## src/rtl/request_unit.sv

```systemverilog
// Memory-request sequencer for the single-cycle MIPS datapath: instruction fetch,
// held data requests until dhit, PC advance strobe, sticky halt, watchdog and stall count.
//
// state    | meaning
// ---------+------------------------------------------------------------
// ST_FETCH | iREN high, waiting for ihit; decodes load/store/halt
// ST_DMEM  | dREN or dWEN held, waiting for dhit; watchdog running
// ST_HALT  | processor stopped, only RST leaves
module request_unit #(
   parameter int TIMEOUT = 64,
   parameter int CNT_W   = 32
) (
   input  logic             CLK,
   input  logic             RST,
   input  logic             ihit,
   input  logic             dhit,
   input  logic             MemRead,
   input  logic             MemWr,
   input  logic             halt_req,
   output logic             iREN,
   output logic             dREN,
   output logic             dWEN,
   output logic             pc_en,
   output logic             halt,
   output logic             err,
   output logic [CNT_W-1:0] stall_cnt
);

   localparam int WD_W = $clog2(TIMEOUT + 1);

   typedef enum logic [1:0] {
      ST_FETCH = 2'd0,
      ST_DMEM  = 2'd1,
      ST_HALT  = 2'd2
   } state_t;

   state_t          state;
   logic [WD_W-1:0] wd_cnt;
   logic            fetch_plain;
   logic            fetch_mem;

   assign fetch_mem   = ihit & ~halt_req & (MemRead | MemWr);
   assign fetch_plain = ihit & ~halt_req & ~MemRead & ~MemWr;

   // iREN and pc_en are the only outputs that see RST combinationally
   assign iREN  = ~RST & (state == ST_FETCH);
   assign pc_en = ~RST & (((state == ST_FETCH) & fetch_plain) |
                          ((state == ST_DMEM) & dhit));

   // Watchdog is a down-counter: loaded with TIMEOUT on DMEM entry, err on terminal count
   always_ff @(posedge CLK) begin
      if (RST) begin
         state     <= ST_FETCH;
         dREN      <= 1'b0;
         dWEN      <= 1'b0;
         halt      <= 1'b0;
         err       <= 1'b0;
         stall_cnt <= '0;
         wd_cnt    <= '0;
      end else begin
         if ((state != ST_HALT) && !pc_en && (stall_cnt != {CNT_W{1'b1}}))
            stall_cnt <= stall_cnt + 1'b1;

         case (state)
            ST_FETCH: begin
               dREN <= 1'b0;
               dWEN <= 1'b0;
               if (ihit && halt_req) begin
                  state <= ST_HALT;
                  halt  <= 1'b1;
               end else if (fetch_mem) begin
                  state  <= ST_DMEM;
                  dWEN   <= MemWr;
                  dREN   <= MemRead & ~MemWr;
                  wd_cnt <= WD_W'(TIMEOUT);
               end
            end
            ST_DMEM: begin
               if (dhit) begin
                  state <= ST_FETCH;
                  dREN  <= 1'b0;
                  dWEN  <= 1'b0;
               end else if (wd_cnt != '0) begin
                  wd_cnt <= wd_cnt - 1'b1;
                  if (wd_cnt == WD_W'(1))
                     err <= 1'b1;
               end
            end
            ST_HALT: begin
               dREN <= 1'b0;
               dWEN <= 1'b0;
               halt <= 1'b1;
            end
            default: begin
               state <= ST_FETCH;
               dREN  <= 1'b0;
               dWEN  <= 1'b0;
            end
         endcase
      end
   end

endmodule

```

## config.mk

```make
export PLATFORM = sky130hd
export DESIGN_NAME = request_unit
export DESIGN_NICKNAME = d
export VERILOG_FILES = /design/src/rtl/request_unit.sv
export SDC_FILE = /design/constraint.sdc
export NUM_CORES = 1
export LEC_CHECK = 0
export CAP_MARGIN = 20
export CELL_PAD_IN_SITES_DETAIL_PLACEMENT = 2
export CELL_PAD_IN_SITES_GLOBAL_PLACEMENT = 2
export CORE_MARGIN = 8
export CORE_UTILIZATION = 33
export CTS_CLUSTER_DIAMETER = 120
export DETAILED_ROUTE_END_ITERATION = 6
export HOLD_SLACK_MARGIN = 0.12
export MAX_ROUTING_LAYER = met4
export PLACE_DENSITY_LB_ADDON = 0.1
export SLEW_MARGIN = 10
export SYNTH_ARGS = -nofsm -noshare
export SYNTH_HDL_FRONTEND = slang
export SYNTH_SLANG_ARGS = --single-unit
```

## constraint.sdc

```tcl
create_clock -name CLK -period 4.3 [get_ports CLK]
set_input_delay 0.645 -clock CLK [delete_from_list [all_inputs] [get_ports CLK]]
set_output_delay 0.645 -clock CLK [all_outputs]
set_load 0.02 [all_outputs]
```

# Word level (Yosys, flattened, before mapping)
# Cells that the tools add are included.
# word_totals
wordCells	68
output_inout_bits	38
ff_bits	45
input_bits	7
# op_classes
n_mux	18
bitwise_logic	17
reduce_logical	12
add_sub_neg	2
n_eq_ne	12
# op_table
operator	count
32-bit by 1-bit adder with 32-bit output, second input constant	1
32-bit inequality test, second input constant	1
7-bit 2-to-1 mux	4
7-bit one-hot mux with 2 select lines	1
2-bit inequality test, second input constant	5
1-bit AND	9
7-bit by 1-bit equality test with 1-bit output, second input constant	1
7-bit nonzero test	1
7-bit by 1-bit subtractor with 7-bit output, second input constant	1
1-bit 2-to-1 mux	6
2-bit 2-to-1 mux	3
1-bit NOT	6
1-bit one-hot mux with 2 select lines	3
2-bit one-hot mux with 3 select lines	1
5-bit AND reduction	1
2-bit by 1-bit inequality test with 1-bit output, second input constant	2
4-bit AND reduction	1
2-bit nonzero test	2
1-bit logical AND	3
3-bit by 2-bit inequality test with 1-bit output, second input constant	1
3-bit AND reduction	1
2-bit by 1-bit equality test with 1-bit output, second input constant	1
2-bit equality test, second input constant	1
2-bit zero test	1
other kinds (3)	4

# Longest topological paths before layout
# depth
word_depth	10
depth_mapped	8
depth_no_buf	7

# Least setup slack after synthesis
# No wires, ideal clock.
# synth_path
path_kind	register to register
startpoint	register stall_cnt[0]
endpoint	register stall_cnt[30]
t_arrival_ns	2.241
stages_incl_launch_ff	8
synth_period_minus_slack_ns	2.357
required_ns	4.184
setup_time_ns	0.116
path_slack_ns	1.943
cell_sequence	dfxtp_1 -> ha_1 -> clkbuf_1 -> nand4_1 -> nor4_1 -> nand4_1 -> or4b_2 -> o211a_1
# synth_between
elab_chain_len	2
word_cells_on_any_way	3
# synth_rtl
element	line_no	text
start: declaration	26	output logic [CNT_W-1:0] stall_cnt
start signal: assignment	62	stall_cnt <= stall_cnt + 1'b1;
branches (longest 2 deep; another with 32-bit by 1-bit adder with 32-bit output)	-	
# Several ways; the timed one is not identified.
# A chain may end at the register's enable or synchronous reset.

# Worst setup path in the final report
# layout_path
startpoint	input ihit
endpoint	output pc_en
# layout_between
elab_chain_len	6
# layout_rtl
element	line_no	text
start: declaration	15	input logic ihit,
1-bit AND (3 in a row)	43	assign fetch_plain = ihit & ~halt_req & ~MemRead & ~MemWr;
1-bit AND	47	assign pc_en = ~RST & (((state == ST_FETCH) & fetch_plain) |
1-bit OR	47	
1-bit AND	47	
end: declaration	23	output logic pc_en,
# No other way between the ends.

==> results.txt <==
* CTS tree: yes
- DRT antenna net count: 0
- Remaining global-route overflow: 0
- After detailed routing, the average wire length per cell comes to 18.4 um.
- The first detailed-routing pass took 4 iterations.
- Fraction of final layout cells sized beyond drive strength 1: around a tenth
- Yosys printed 0 warnings.
- Final count of pins violating max slew: 0
- In the routed design, unresolved DRC markers number 0.
* Data arrival time of the critical path: ~2.4 ns
- The count of buffers added on input and output ports is 44.
* Relative slew margins: 49.2%
* Final Hold Fails: 0
- Entering global routing, the biggest net connects 47 pins.
- CP dominant cell by count: clkdlybuf4s50_1
- Net switching is 28.0% of the power.
- At the end of the flow the core is filled with cells to 41.2%.
- Class of the most critical setup path: input pin to output port
- Worst hold-check path type: register to register
* Total setup violations reported at the end of the flow: 0
* Final setup skew: 0.00966 ns
* Number of hold-repair buffers added at the cts stage: 0
- Wire length of the first global-routing pass: between 10000 and 15000 um
* Cell variety after synth: 56
- The number of buffers and inverters on the critical path is 3.
- Number of synthesized register bits: 45
- The commonest cells after synthesis are 45 x dfxtp_1, 30 x nor2_1, 22 x a21oi_1.
- When the netlist entered floorplanning its net count stood at ~310.
- Routed via count: 2527
- Counting flops with a built-in enable in the synthesized netlist gives 0.
- Number of sinks handled by clock tree synthesis: 45
- Crit end category: output port
- Final net count: 350
* Net load switching power: 223 uW
- The number of antenna diodes in the final layout is 0.
- Yosys top cell area share: 35.5%
- Die Width: 104 um
* Share of the clock period used by the worst path: 71.2%
- Root buffer cell: clkbuf_8
* Via count of the first global-routing pass: 2727
- Setup total negative slack: 0 ns
* Most frequent cell after synthesis: dfxtp_1
* Sequential fraction of design power: 54.8%
- Per report_power, the clock group accounts for about a third of the total.
* Combinational group share of total power: 12.0%
- The run finished with clean final reports.
- Number of buffers inserted by post-CTS setup repair: 0
* Slew at the pin closest to its max-slew limit: 0.757 ns
- Synthesis handed over a netlist of 301 instances.
- The initialized floorplan defines 32 standard-cell rows.
- Cells taking the most area after synthesis: dfxtp_1 36%, o31ai_1 5.9%, or4_1 5.9%
* Worst voltage drop across the vdd grid: 0.0992 mV
- Starting DRT DRC Count: 84
- Main synth FF type: dfxtp_1
- Int Power: 573 uW
- Required time at the endpoint of the critical path: ~3.7 ns
* Effective utilization at floorplan: between 30% and 40%
- Cell family with most CP delay: buffers and inverters
- # H-tree levels: 2
- After clock tree synthesis, the repair step resized 0 gates.
- Among all stages on the critical path, the largest delay is contributed by clkdlybuf4s50_1.
- In this run the static leakage power is 1.00 nW.
- Aggregate routed wire length: slightly above 8000 um
- The die covers 10700 um^2.
- Die height: a little over 100 um
- Antenna violations before repair: 0
- Sequential cells were found to cover 35.5% of the synthesized design area.
* Clock slew at reported path FFs: around 0.080 ns
- STA classifies the critical path startpoint as an input pin.
* Largest incremental delay on the critical path: 0.61 ns
* Highest clock frequency the design can meet: roughly 330 MHz
- Via count normalized by instance count: 5.72
* Maximum number of buffers from clock root to sink: 2
* Ordered list of cells on the worst path: clkdlybuf4s50_1 -> nor4b_1 -> buf_4 -> a22oi_1 -> nor2_1 -> clkdlybuf4s50_1
* Maximum fanout count along the critical path: 4
- After floorplanning, the core was sized to cover 7570 um^2.
* Overall global routing resource usage: between 15 and 20%
- Time the worst path needs with I/O delays and setup: between 3 and 4 ns
- Proportion of synthesized flip-flops having asynchronous set or reset: 0%
- Clock insertion delay at the later pin of the skew report: around 0.30 ns
* Global placement routability congestion: 0.741
- Synth-to-Final Area Change: 22.9%
- Total power per unit cell area: roughly 260 nW/um^2
- RSZ-0062 raised after global routing: false
- Detailed placement finished with a half-perimeter wire length of 5850 um.
* Leading area contributor after synthesis: dfxtp_1
- In this run the mean area of a mapped cell was 8.43 um^2.
- Total I/O pin count: 45
- The tool flagged a number of max-cap violations equal to 0.
* Inserted Clock Buffers: 5
- After layout, the design draws a total of 796 uW.
- Combined area of all synthesized cells: 2540 um^2
## worst register-to-register path, cell delays in order, from the launching register on
cell     delay [ns]
dfxtp_1        0.44
ha_1           0.48
nand4_1        0.15
nor4_1         0.52
nand4_1        0.46
or4_1          0.52
a21oi_1        0.15
## cells in the final DEF (no fill, tap or decap), types with 3 or more instances in the layout
cell             Yosys  final
nor3_1               6      6
a21oi_2              7      7
mux2_4               3      3
nor2b_1              5      5
or4_1               20     20
a21oi_1             22     22
ha_1                 4      4
clkdlybuf4s50_1      0     43
buf_4                1      3
dfxtp_1             45     45
inv_1               12     12
nand2_1             19     19
o21ai_0              6      6
nand3_1             17     17
clkbuf_8             0      5
nor2_1              30     30
o31ai_1             20     20
nand4_1             13     13
or3_1               10     10
## logic make-up (layout without fill, tap and decap cells)
family	count (synthesis)	in the layout	share of synthesized area [%]
and+or+nand+nor	141	141	32.7
xor gates and xnor gates	1	1	0.345
DFF	45	45	35.5
buffers and inverters	29	68	5.67
muxes	5	5	2.61
adders and majority gates	4	4	1.97
AOI/OAI and AO/OA	76	76	21.2
## worst paths after layout
path                                    from            end  slack [ns]  depth (start not counted)
worst max-delay path                    ihit          pc_en        1.24                          6
worst min-delay path                     err            err        0.49                          2
worst max register to register  stall_cnt[1]  stall_cnt[22]        1.51                          6
worst min register to register           err            err        0.49                          2
## power by group through the flow
stage	clock [mW]	combinational, mW	sequential [mW]
2_1_floorplan	0	0.0562	0.447
3_3_place_gp	0	0.0930	0.445
3_5_place_dp	0	0.0964	0.446
4_1_cts	0.276	0.0972	0.437
5_1_grt	0.289	0.105	0.438
6_report	0.264	0.0958	0.436
## state kept, by name, indices dropped and copies added (netlist names)
| register | flops |
|---|---|
| stall_cnt | 32 |
| halt | 1 |
| err | 1 |
| dWEN | 1 |
| wd_cnt | 7 |
| state | 2 |
| dREN | 1 |
## per-layer routing
metal  up-vias  global-route usage [%]  wire [um]
li1       1220                       -          -
met1      1260                    19.2       3980
met2        41                    25.3       3870
met3         6                    2.66        192
met4         0                    3.41         75
met5         -                       -          0
## through the flow
step	hold slack [ns]	worst slack (ns)	instances	area (um^2)
after detailed placement	0.473	1.24	434	3030
after CTS	0.498	1.23	442	3120
after global routing	0.534	1.09	442	3120
after floorplan	0.474	1.94	301	2540
final	0.487	1.24	442	3120
after global placement	0.457	1.26	433	3020
## final cells by class
class,instances,area [um^2]
multi-input cells,227,1490
clock inverters,2,10.0
fillers,847,4450
flip-flops and latches,45,901
inverters,12,45.0
well taps,102,128
repair buffers,48,469
clock buffers,6,72.6
Power figures use the tool's default switching activity.
